## config.mk

```make
export PLATFORM = sky130hd
export DESIGN_NAME = fft_frame_ctrl
export DESIGN_NICKNAME = d
export VERILOG_FILES = /design/src/rtl/fft_frame_ctrl.sv
export SDC_FILE = /design/constraint.sdc
export NUM_CORES = 1
export LEC_CHECK = 0
export ABC_AREA = 1
export BUFFER_PORTS_ARGS = -buffer_cell sky130_fd_sc_hd__buf_2
export CAP_MARGIN = 10
export CORE_UTILIZATION = 30
export DETAILED_ROUTE_END_ITERATION = 16
export PLACE_DENSITY = 0.54
export SLEW_MARGIN = 20
export SYNTH_ARGS = -nofsm -noshare
export SYNTH_HDL_FRONTEND = slang
export SYNTH_SLANG_ARGS = --single-unit
export TNS_END_PERCENT = 50
```

## constraint.sdc

```tcl
create_clock -name clk -period 5.6 [get_ports clk]
set_input_delay 0 -clock clk [delete_from_list [all_inputs] [get_ports clk]]
set_output_delay 0 -clock clk [all_outputs]
set_load 0.01 [all_outputs]
```

## src/rtl/fft_frame_ctrl.sv

```systemverilog
`default_nettype none
// ============================================================================
// Module      : fft_frame_ctrl
// Description : Ping-pong frame sequencer wrapped around a streaming FFT core.
//               Collects handshaked samples into two frame banks, feeds each
//               complete frame to the core gap-free, and tags the core output
//               with bin index and start/end-of-frame markers.
// Revision    : 1.0 - initial release
// ============================================================================
module fft_frame_ctrl #(
    parameter int N        = 16,
    parameter int DW       = 34,
    parameter int CORE_LAT = 19
) (
    input  logic                 clk,
    input  logic                 rst_n,
    input  logic                 in_valid,
    output logic                 in_ready,
    input  logic [DW-1:0]        in_data,
    input  logic                 in_last,
    output logic [DW-1:0]        core_din,
    input  logic [DW-1:0]        core_dout,
    output logic                 out_valid,
    output logic [DW-1:0]        out_data,
    output logic [$clog2(N)-1:0] out_bin,
    output logic                 out_sof,
    output logic                 out_eof,
    output logic                 frame_err,
    output logic                 busy
);

    localparam int              c_AW   = $clog2(N);
    localparam logic [c_AW-1:0] c_LAST = c_AW'(N - 1);

    typedef enum logic [0:0] {
        S_IDLE  = 1'b0,
        S_ISSUE = 1'b1
    } state_t;

    state_t            r_state;
    state_t            w_state_nxt;

    logic [DW-1:0]     r_mem [2*N];
    logic [1:0]        r_full;
    logic              r_wr_bank;
    logic              r_rd_bank;
    logic [c_AW-1:0]   r_wr_cnt;
    logic [c_AW-1:0]   r_rd_cnt;
    logic [c_AW-1:0]   r_out_cnt;
    logic              r_out_run;
    logic              r_ready_en;
    logic [CORE_LAT-1:0] r_lat_pipe;

    logic              w_accept;
    logic              w_wr_done;
    logic              w_wr_bad;
    logic [1:0]        w_full_set;
    logic [1:0]        w_full_clr;
    logic              w_issue_last;
    logic              w_first;

    // in_ready is held low through reset and rises one clock after release
    assign in_ready   = r_ready_en && !r_full[r_wr_bank];
    assign w_accept   = in_valid && in_ready;
    // A frame is good only when in_last coincides with the final slot
    assign w_wr_done  = w_accept && in_last && (r_wr_cnt == c_LAST);
    assign w_wr_bad   = w_accept && (in_last != (r_wr_cnt == c_LAST));
    assign w_full_set = w_wr_done ? (2'b01 << r_wr_bank) : 2'b00;
    assign busy       = (|r_full) || (r_state == S_ISSUE) || (|r_lat_pipe) || r_out_run;

    // Sample storage: two banks of N entries, addressed {bank, slot}
    always_ff @(posedge clk) begin
        if (w_accept) begin
            r_mem[{r_wr_bank, r_wr_cnt}] <= in_data;
        end
    end

    // Write-side bookkeeping, bank occupancy and malformed-frame pulse
    always_ff @(posedge clk or negedge rst_n) begin
        if (!rst_n) begin
            r_ready_en <= 1'b0;
            r_wr_bank  <= 1'b0;
            r_wr_cnt   <= '0;
            r_full     <= 2'b00;
            frame_err  <= 1'b0;
        end else begin
            r_ready_en <= 1'b1;
            frame_err  <= w_wr_bad;
            r_full     <= (r_full | w_full_set) & ~w_full_clr;
            if (w_accept) begin
                if (in_last || (r_wr_cnt == c_LAST)) begin
                    r_wr_cnt <= '0;
                end else begin
                    r_wr_cnt <= r_wr_cnt + 1'b1;
                end
                if (w_wr_done) begin
                    r_wr_bank <= ~r_wr_bank;
                end
            end
        end
    end

    // Issue FSM state register plus read pointer and registered core drive
    always_ff @(posedge clk or negedge rst_n) begin
        if (!rst_n) begin
            r_state   <= S_IDLE;
            r_rd_bank <= 1'b0;
            r_rd_cnt  <= '0;
            core_din  <= '0;
        end else begin
            r_state <= w_state_nxt;
            if (r_state == S_ISSUE) begin
                core_din <= r_mem[{r_rd_bank, r_rd_cnt}];
                r_rd_cnt <= r_rd_cnt + 1'b1;
                if (w_issue_last) begin
                    r_rd_bank <= ~r_rd_bank;
                end
            end else begin
                core_din <= '0;
                r_rd_cnt <= '0;
            end
        end
    end

    // Next-state logic; chains straight into the other bank when it is ready
    always_comb begin
        w_state_nxt  = r_state;
        w_issue_last = 1'b0;
        w_full_clr   = 2'b00;
        w_first      = 1'b0;
        case (r_state)
            S_IDLE: begin
                if (r_full[r_rd_bank]) begin
                    w_state_nxt = S_ISSUE;
                end
            end
            S_ISSUE: begin
                w_first = (r_rd_cnt == '0);
                if (r_rd_cnt == c_LAST) begin
                    w_issue_last = 1'b1;
                    w_full_clr   = 2'b01 << r_rd_bank;
                    w_state_nxt  = r_full[~r_rd_bank] ? S_ISSUE : S_IDLE;
                end
            end
            default: w_state_nxt = S_IDLE;
        endcase
    end

    // Latency pipe: the start flag lines the out counter up with bin 0 on core_dout
    always_ff @(posedge clk or negedge rst_n) begin
        if (!rst_n) begin
            r_lat_pipe <= '0;
            r_out_run  <= 1'b0;
            r_out_cnt  <= '0;
        end else begin
            r_lat_pipe <= {r_lat_pipe[CORE_LAT-2:0], w_first};
            if (r_lat_pipe[CORE_LAT-1]) begin
                r_out_run <= 1'b1;
                r_out_cnt <= '0;
            end else if (r_out_run) begin
                r_out_cnt <= r_out_cnt + 1'b1;
                if (r_out_cnt == c_LAST) begin
                    r_out_run <= 1'b0;
                end
            end
        end
    end

    // Registered output stage: capture core_dout with its bin tag
    always_ff @(posedge clk or negedge rst_n) begin
        if (!rst_n) begin
            out_valid <= 1'b0;
            out_data  <= '0;
            out_bin   <= '0;
            out_sof   <= 1'b0;
            out_eof   <= 1'b0;
        end else begin
            out_valid <= r_out_run;
            out_data  <= r_out_run ? core_dout : '0;
            out_bin   <= r_out_run ? r_out_cnt : '0;
            out_sof   <= r_out_run && (r_out_cnt == '0);
            out_eof   <= r_out_run && (r_out_cnt == c_LAST);
        end
    end

endmodule
`default_nettype wire

```

==> results of run 1 <==
area by class of cell:
cell class	instances	area, µm²
Clock buffer	196	3781
Sequential cell	1202	35540
Multi-Input combinational cell	2675	11210
Clock inverter	51	705.7
Antenna cell	4	10.01
Tap cell	2175	2721
Inverter	420	1600
Timing Repair Buffer	332	2541
Fill cell	16020	104800
worst min-delay path, cell delays in order:
cell	delay, ns
dlygate4sd3_1	0.53
buf_2	0.16
nand2_1	0.19
nor3_1	0.07
nor2_1	0.09
cells in the mapped netlist:
cell type	instances
nor2_4	2
a31oi_1	4
inv_4	1
buf_2	104
dfrtp_1	114
xor2_1	1
a211oi_1	2
o21ai_1	4
nor3_1	12
buf_8	2
inv_2	2
inv_1	413
o21a_1	1
nor4_1	5
buf_4	11
clkbuf_1	65
nor2_1	572
o21ai_0	171
edfxtp_1	1088
conb_1	1
nand3_1	393
nand2_2	2
nand2_1	1454
nand4_1	1
o22ai_1	1
inv_6	1
a21oi_1	39
clkinv_1	3
buf_6	28
nand2_4	1
ha_1	9
buf_1	20
worst paths after layout:
| check | endpoint | slack (ns) | cells after the start | from |
|---|---|---|---|---|
| setup / recovery | r_mem[20][33]$_DFFE_PP_ | 2.02 | 7 | r_wr_bank$_DFFE_PN0P_ |
| setup reg to reg | r_mem[20][33]$_DFFE_PP_ | 2.02 | 7 | r_wr_bank$_DFFE_PN0P_ |
| min in group asynchronous | core_din[5]$_DFF_PN0_ | 0.40 | 4 | rst_n |
| hold / removal | r_wr_cnt[3]$_DFFE_PN0P_ | 0.31 | 5 | in_valid |
| max in group asynchronous | r_rd_cnt[1]$_DFF_PN0_ | 4.31 | 4 | rst_n |
| hold reg to reg | r_lat_pipe[5]$_DFF_PN0_ | 0.36 | 0 | r_lat_pipe[4]$_DFF_PN0_ |
through the flow:
step                cells  utilization (%)  hold slack, ns
finish               7055            35.66          0.3098
global placement     6692            32.17          0.1197
CTS                  7047            35.60          0.2575
detailed placement   6692            32.17          0.1427
global route         7052            35.66          0.3105
floorplan            4527                -         -0.2956
cells by family (layout without fill, tap and decap cells):
group	count (synthesis)	in the layout	share of synthesized area, %
AO/OA/AOI/OAI	222	222	2.280
XOR/XNOR	1	1	0.01775
adder cells (fa/ha/maj)	9	9	0.2282
buffers and inverters	650	999	5.779
flip-flops	1202	1202	72.00
other	1	5	0.007600
AND/OR/NAND/NOR	2442	2442	19.69
power groups by stage:
stage	sequential [mW]	combinational, mW	clock, mW
4_1_cts	9.99	0.838	9.07
3_5_place_dp	10.2	0.771	0
6_report	9.99	0.831	8.92
5_1_grt	10.0	0.924	9.40
3_3_place_gp	10.2	0.768	0
2_1_floorplan	10.2	0.391	0
routing by layer:
layer | part of all wire (%) | global-route usage, %
met1 | 44 | 23.34
met2 | 47 | 27.30
met3 | 6.5 | 3.182
met4 | 2.6 | 5.425
met5 | 0.013 | 0
registers in the layout, summed over array words and instances, names as in the netlist, 2 cells and up:
register and flops:
r_mem 1088, core_din 34, out_data 34, r_lat_pipe 19
out_bin 4, r_out_cnt 4, r_rd_cnt 4, r_wr_cnt 4
r_full 2
==> results.py, run 1 <==
metrics = {
    "die": {
        "number_of_standard_cell_rows_in_the_floorplan": 148,
        "die_area_um2": 166100,
        "top_level_ports": 150,
        "floorplan.initialDensity_pct": 30.28,
        "floorplan.die.height_um": 407.6,
        "floorplan.die.width_um": 407.6,
        "core_um2": 163000,
    },
    "power": {
        "p_leak_nw": 23.20,
        "netSwitchingFraction_pct": 22.32,
        "ir_drop_v": 0.0002303,
        "power.density_nw_per_um2": 339.7,
        "total_power_mw": 19.74,
        "power.share.clock_pct": 45.2,
        "internal_power_mw": 15.34,
        "power.share.combinational_pct": 4.2,
        "switching_power_mw": 4.406,
        "power.sequential.fraction_pct": 50.6,
    },
    "critical_path": {
        "crit_slowest_cell": "nor2_4",
        "timing.critical_path.cells": "inv_2, a21oi_1, nand2_1, inv_1, nand2_1, nor2_4, buf_4",
        "critPathArrivalTime_ns": 4.05,
        "critical_path_type": "register to register",
        "timing.critical_path.to_type": "register",
        "path_buf_inv": 3,
        "cp_slowest_stage_delay_ns": 0.97,
        "path_delay_family": "simple AND/OR/NAND/NOR gates",
        "timing.critical_path.from_type": "register",
        "worst-path-max-fanout": 22,
        "cp.required_ns": 6.07,
        "cp_common_cell": "nand2_1",
    },
    "place": {
        "place.port_buffers": 149,
        "gp_routability_congestion": 0.7995,
        "post-place-ws_ns": 2.129,
        "hpwlAfterDp_um": 79390,
        "place_area_um2": 52430,
    },
    "global_routing": {
        "global_route_wire_length_before_repair_um": 211400,
        "antenna_violations_before_repair": 7,
        "track_usage_pct": 17.06,
        "vias_in_the_first_global_route": 31780,
        "grt_max_degree": 135,
        "final_global_route_overflow_total": 0,
    },
    "cts": {
        "tritoncts_num_sinks": 1202,
        "cts-buffers-inserted": 136,
        "tritoncts": "built",
        "ctsLongestPathBuffers": 3,
        "clock_insertion_delay_worst_skew_ns": 0.78,
        "htree_levels": 4,
        "clock_root_buffer_master": "clkbuf_16",
        "cts_resized": 0,
        "cts-hold-fix-buffers": 108,
        "clk_transition_reported_paths_ns": 0.05,
        "postCtsSetupRepairBufs": 0,
    },
    "routing": {
        "route.final.wire_length_um": 143600,
        "wire_per_inst_um": 20.35,
        "drt_first_iter_violations": 3106,
        "num_vias": 32610,
        "dr.pass1.iters": 6,
        "vias_per_cell": 4.622,
        "ant_nets": 0,
        "drcViolationCount": 0,
    },
    "yosys": {
        "count_of_warnings_emitted_by_yosys": 0,
        "synth.avg_cell_area_um2": 10.90,
        "syn_nets": 4608,
        "synth-seq-area-share_pct": 72.00,
        "synth_top_cells_by_area": "edfxtp_1, nand2_1, dfrtp_1, nor2_1, nand3_1",
        "ys_types": 32,
        "synth.largest_area_cell": "edfxtp_1",
        "post_synth_instance_area_um2": 49340,
        "synth_largest_type_area_fraction_pct": 66.22,
        "syn_inst": 4527,
        "synth_seq_cells": 1202,
    },
    "final_layout": {
        "drive_gt1_share_pct": 9.639,
        "final_net_count": 4848,
        "mostFrequentLayoutCells": "nand2_1, edfxtp_1, nor2_1",
        "final_common_cell": "nand2_1",
        "fin_area_um2": 58120,
        "areaGrowthSynthToFinish_pct": 17.78,
    },
    "min_path": {
        "worst_hold_path_type": "primary input to register",
    },
    "sta": {
        "slew-limit-headroom_pct": 28.27,
        "setup_viol_count_final": 0,
        "setup-tns-final_ns": 0,
        "portion_of_the_clock_cycle_consumed_by_the_worst_path_in_the_final_layout_pct": 63.98,
        "post_layout_min_period_ns": 3.583,
        "hold_violations": 0,
        "setup_repair_after_global_routing_missed_its_margin": "false",
        "worst-slew-pin-transition_ns": 1.073,
        "max_clock_freq_mhz": 279.1,
        "setup_ws_ns": 2.017,
        "timing_max_transition_violations_final": 0,
        "skew_ns": 0.04681,
    },
    "run": {
        "max_cap_viol_count": 0,
    },
    "run_status": {
        "result_of_the_run": "completed",
    },
}
(Power assumes the default switching activity.)
==> run 2: changes to the inputs <==
- PLACE_DENSITY: 0.54 -> 0.56
- clock period: 5.6 -> 3.05 ns (I/O delays scaled with it)
==> results.py, run 2 (synthesized netlist as in run 1, its figures left out) <==
metrics = {
    "final_layout": {
        "areaGrowthSynthToFinish_pct": 19.66,
        "biggestRegsByFlops": "r_mem (1088), core_din (34), out_data (34)",
        "largest_reg_by_ff_count": "r_mem",
        "fin_area_um2": 59040,
        "finish.utilization_pct": 36.23,
        "filler_cell_count": 15960,
        "storage_cell_area_um2": 35540,
        "mostFrequentLayoutCells": "nand2_1, edfxtp_1, nor2_1",
        "multi_input_comb_area_um2": 11210,
        "final_net_count": 4922,
        "antenna_cells_inserted": 0,
        "drive_gt1_share_pct": 10.89,
        "max_reg_flops": 1088,
        "final_common_cell": "nand2_1",
    },
    "cts": {
        "cts_resized": 0,
        "tritoncts": "built",
        "cts-buffers-inserted": 134,
        "ctsLongestPathBuffers": 3,
        "clock_root_buffer_master": "clkbuf_16",
        "tritoncts_num_sinks": 1202,
        "clock_insertion_delay_worst_skew_ns": 0.76,
        "htree_levels": 4,
        "clk_transition_reported_paths_ns": 0.05,
    },
    "power": {
        "ir_drop_v": 0.0004032,
        "total_power_mw": 35.87,
        "p_leak_nw": 23.66,
        "power.density_nw_per_um2": 607.6,
    },
    "critical_path": {
        "worst-path-max-fanout": 51,
        "path_buf_inv": 4,
        "cp.required_ns": 3.66,
        "path_delay_family": "buffers and inverters",
        "critical_path_type": "register to register",
        "crit_slowest_cell": "dfrtp_4",
        "timing.critical_path.from_type": "register",
        "critPathArrivalTime_ns": 3.40,
        "cp_slowest_stage_delay_ns": 0.67,
        "timing.critical_path.cells": "inv_16, buf_12, buf_4, buf_4, o21ai_0, nand2_1, nor2_1, nor2_1, nor2_1, nor2_1",
        "timing.critical_path.to_type": "register",
        "cp_common_cell": "nor2_1",
    },
    "sta": {
        "setup_ws_ns": 0.2606,
        "hold_violations": 0,
        "portion_of_the_clock_cycle_consumed_by_the_worst_path_in_the_final_layout_pct": 91.46,
        "post_layout_min_period_ns": 2.789,
        "worst-slew-pin-transition_ns": 0.8038,
        "max_clock_freq_mhz": 358.5,
        "skew_ns": 0.03915,
        "setup_viol_count_final": 0,
        "setup-tns-final_ns": 0,
        "setup_repair_after_global_routing_missed_its_margin": "false",
        "timing_max_transition_violations_final": 0,
        "slew-limit-headroom_pct": 46.41,
    },
    "run_status": {
        "result_of_the_run": "completed",
    },
    "die": {
        "floorplan.die.height_um": 407.6,
        "core_um2": 163000,
        "top_level_ports": 150,
        "die_area_um2": 166100,
        "number_of_standard_cell_rows_in_the_floorplan": 148,
        "floorplan.die.width_um": 407.6,
        "floorplan.initialDensity_pct": 30.28,
    },
    "global_routing": {
        "grt_util_met3_pct": 2.492,
        "grt_max_degree": 105,
        "vias_in_the_first_global_route": 32300,
        "grt.met2_usage_pct": 28.67,
        "final_global_route_overflow_total": 0,
        "grt_util_met1_pct": 23.84,
        "antenna_violations_before_repair": 2,
        "grt.busiest_layer": "met2",
        "global_route_wire_length_before_repair_um": 216600,
        "track_usage_pct": 17.43,
    },
    "min_path": {
        "worst_hold_path_type": "primary input to register",
    },
    "place": {
        "gp_routability_congestion": 0.8047,
        "post-place-ws_ns": 0.3010,
        "place.port_buffers": 149,
        "hpwlAfterDp_um": 83780,
        "place_area_um2": 53600,
    },
    "routing": {
        "wire_per_inst_um": 20.59,
        "dr.pass1.iters": 6,
        "ant_nets": 0,
        "drt_first_iter_violations": 3296,
        "drcViolationCount": 0,
        "num_vias": 33180,
        "vias_per_cell": 4.657,
        "route.final.wire_length_um": 146700,
    },
    "run": {
        "max_cap_viol_count": 0,
    },
}
-- run 2: final timing paths --
path	cells past startpoint	to	from	slack, ns
min	4	out_data[5]$_DFF_PN0_	core_dout[5]	0.08
max in group asynchronous	4	out_data[0]$_DFF_PN0_	rst_n	2.08
min reg2reg	0	r_lat_pipe[15]$_DFF_PN0_	r_lat_pipe[14]$_DFF_PN0_	0.37
max reg2reg	10	core_din[1]$_DFF_PN0_	r_rd_cnt[0]$_DFF_PN0_	0.26
max	10	core_din[1]$_DFF_PN0_	r_rd_cnt[0]$_DFF_PN0_	0.26
min in group asynchronous	3	r_rd_cnt[1]$_DFF_PN0_	rst_n	0.34
-- run 2: report_power, final --
group	internal [mW]	switching [mW]
combinational	0.483	1.16
sequential	18.2	0.0981
clock	9.12	6.80
total	27.8	8.06
-- run 2: timing repair --
item / CTS / global route
endpoints found under the setup margin: 0 / 0
hold endpoints to repair: 1232 / 0
hold buffers: 107 / 0
buffers inserted: 0 / 0
-- run 2: final cells by class --
class / instances / share of cell area, %
clock inverter: 63 / 1.187
clock buffer: 182 / 6.190
sequential: 1202 / 60.20
inverter: 420 / 2.711
timing repair buffer: 408 / 6.110
multi-input combinational: 2675 / 18.99
tap: 2175 / 4.609
-- run 2: metal layers --
metal  share of wire [%]  vias up  wire, µm
li1                    -    15480         -
met2                  48     1210     69830
met1                  44    16280     63980
met4                 2.5        0      3631
met3                 6.3      209      9254
met5                   0        -         0
-- run 2: worst register-to-register path: stages (launching register included) --
cell and delay (ns):
dfrtp_4 0.67, inv_16 0.27, buf_12 0.33, buf_4 0.32, buf_4 0.18, o21ai_0 0.11
nand2_1 0.09, nor2_1 0.05, nor2_1 0.24, nor2_1 0.08, nor2_1 0.34
-- run 2: metrics by stage --
stage	std cells	hold WS, ns
floorplan	4527	-0.2956
global route	7125	0.05910
global placement	6773	0.1776
CTS	7125	0.01452
detailed placement	6773	0.1849
finish	7125	0.07597
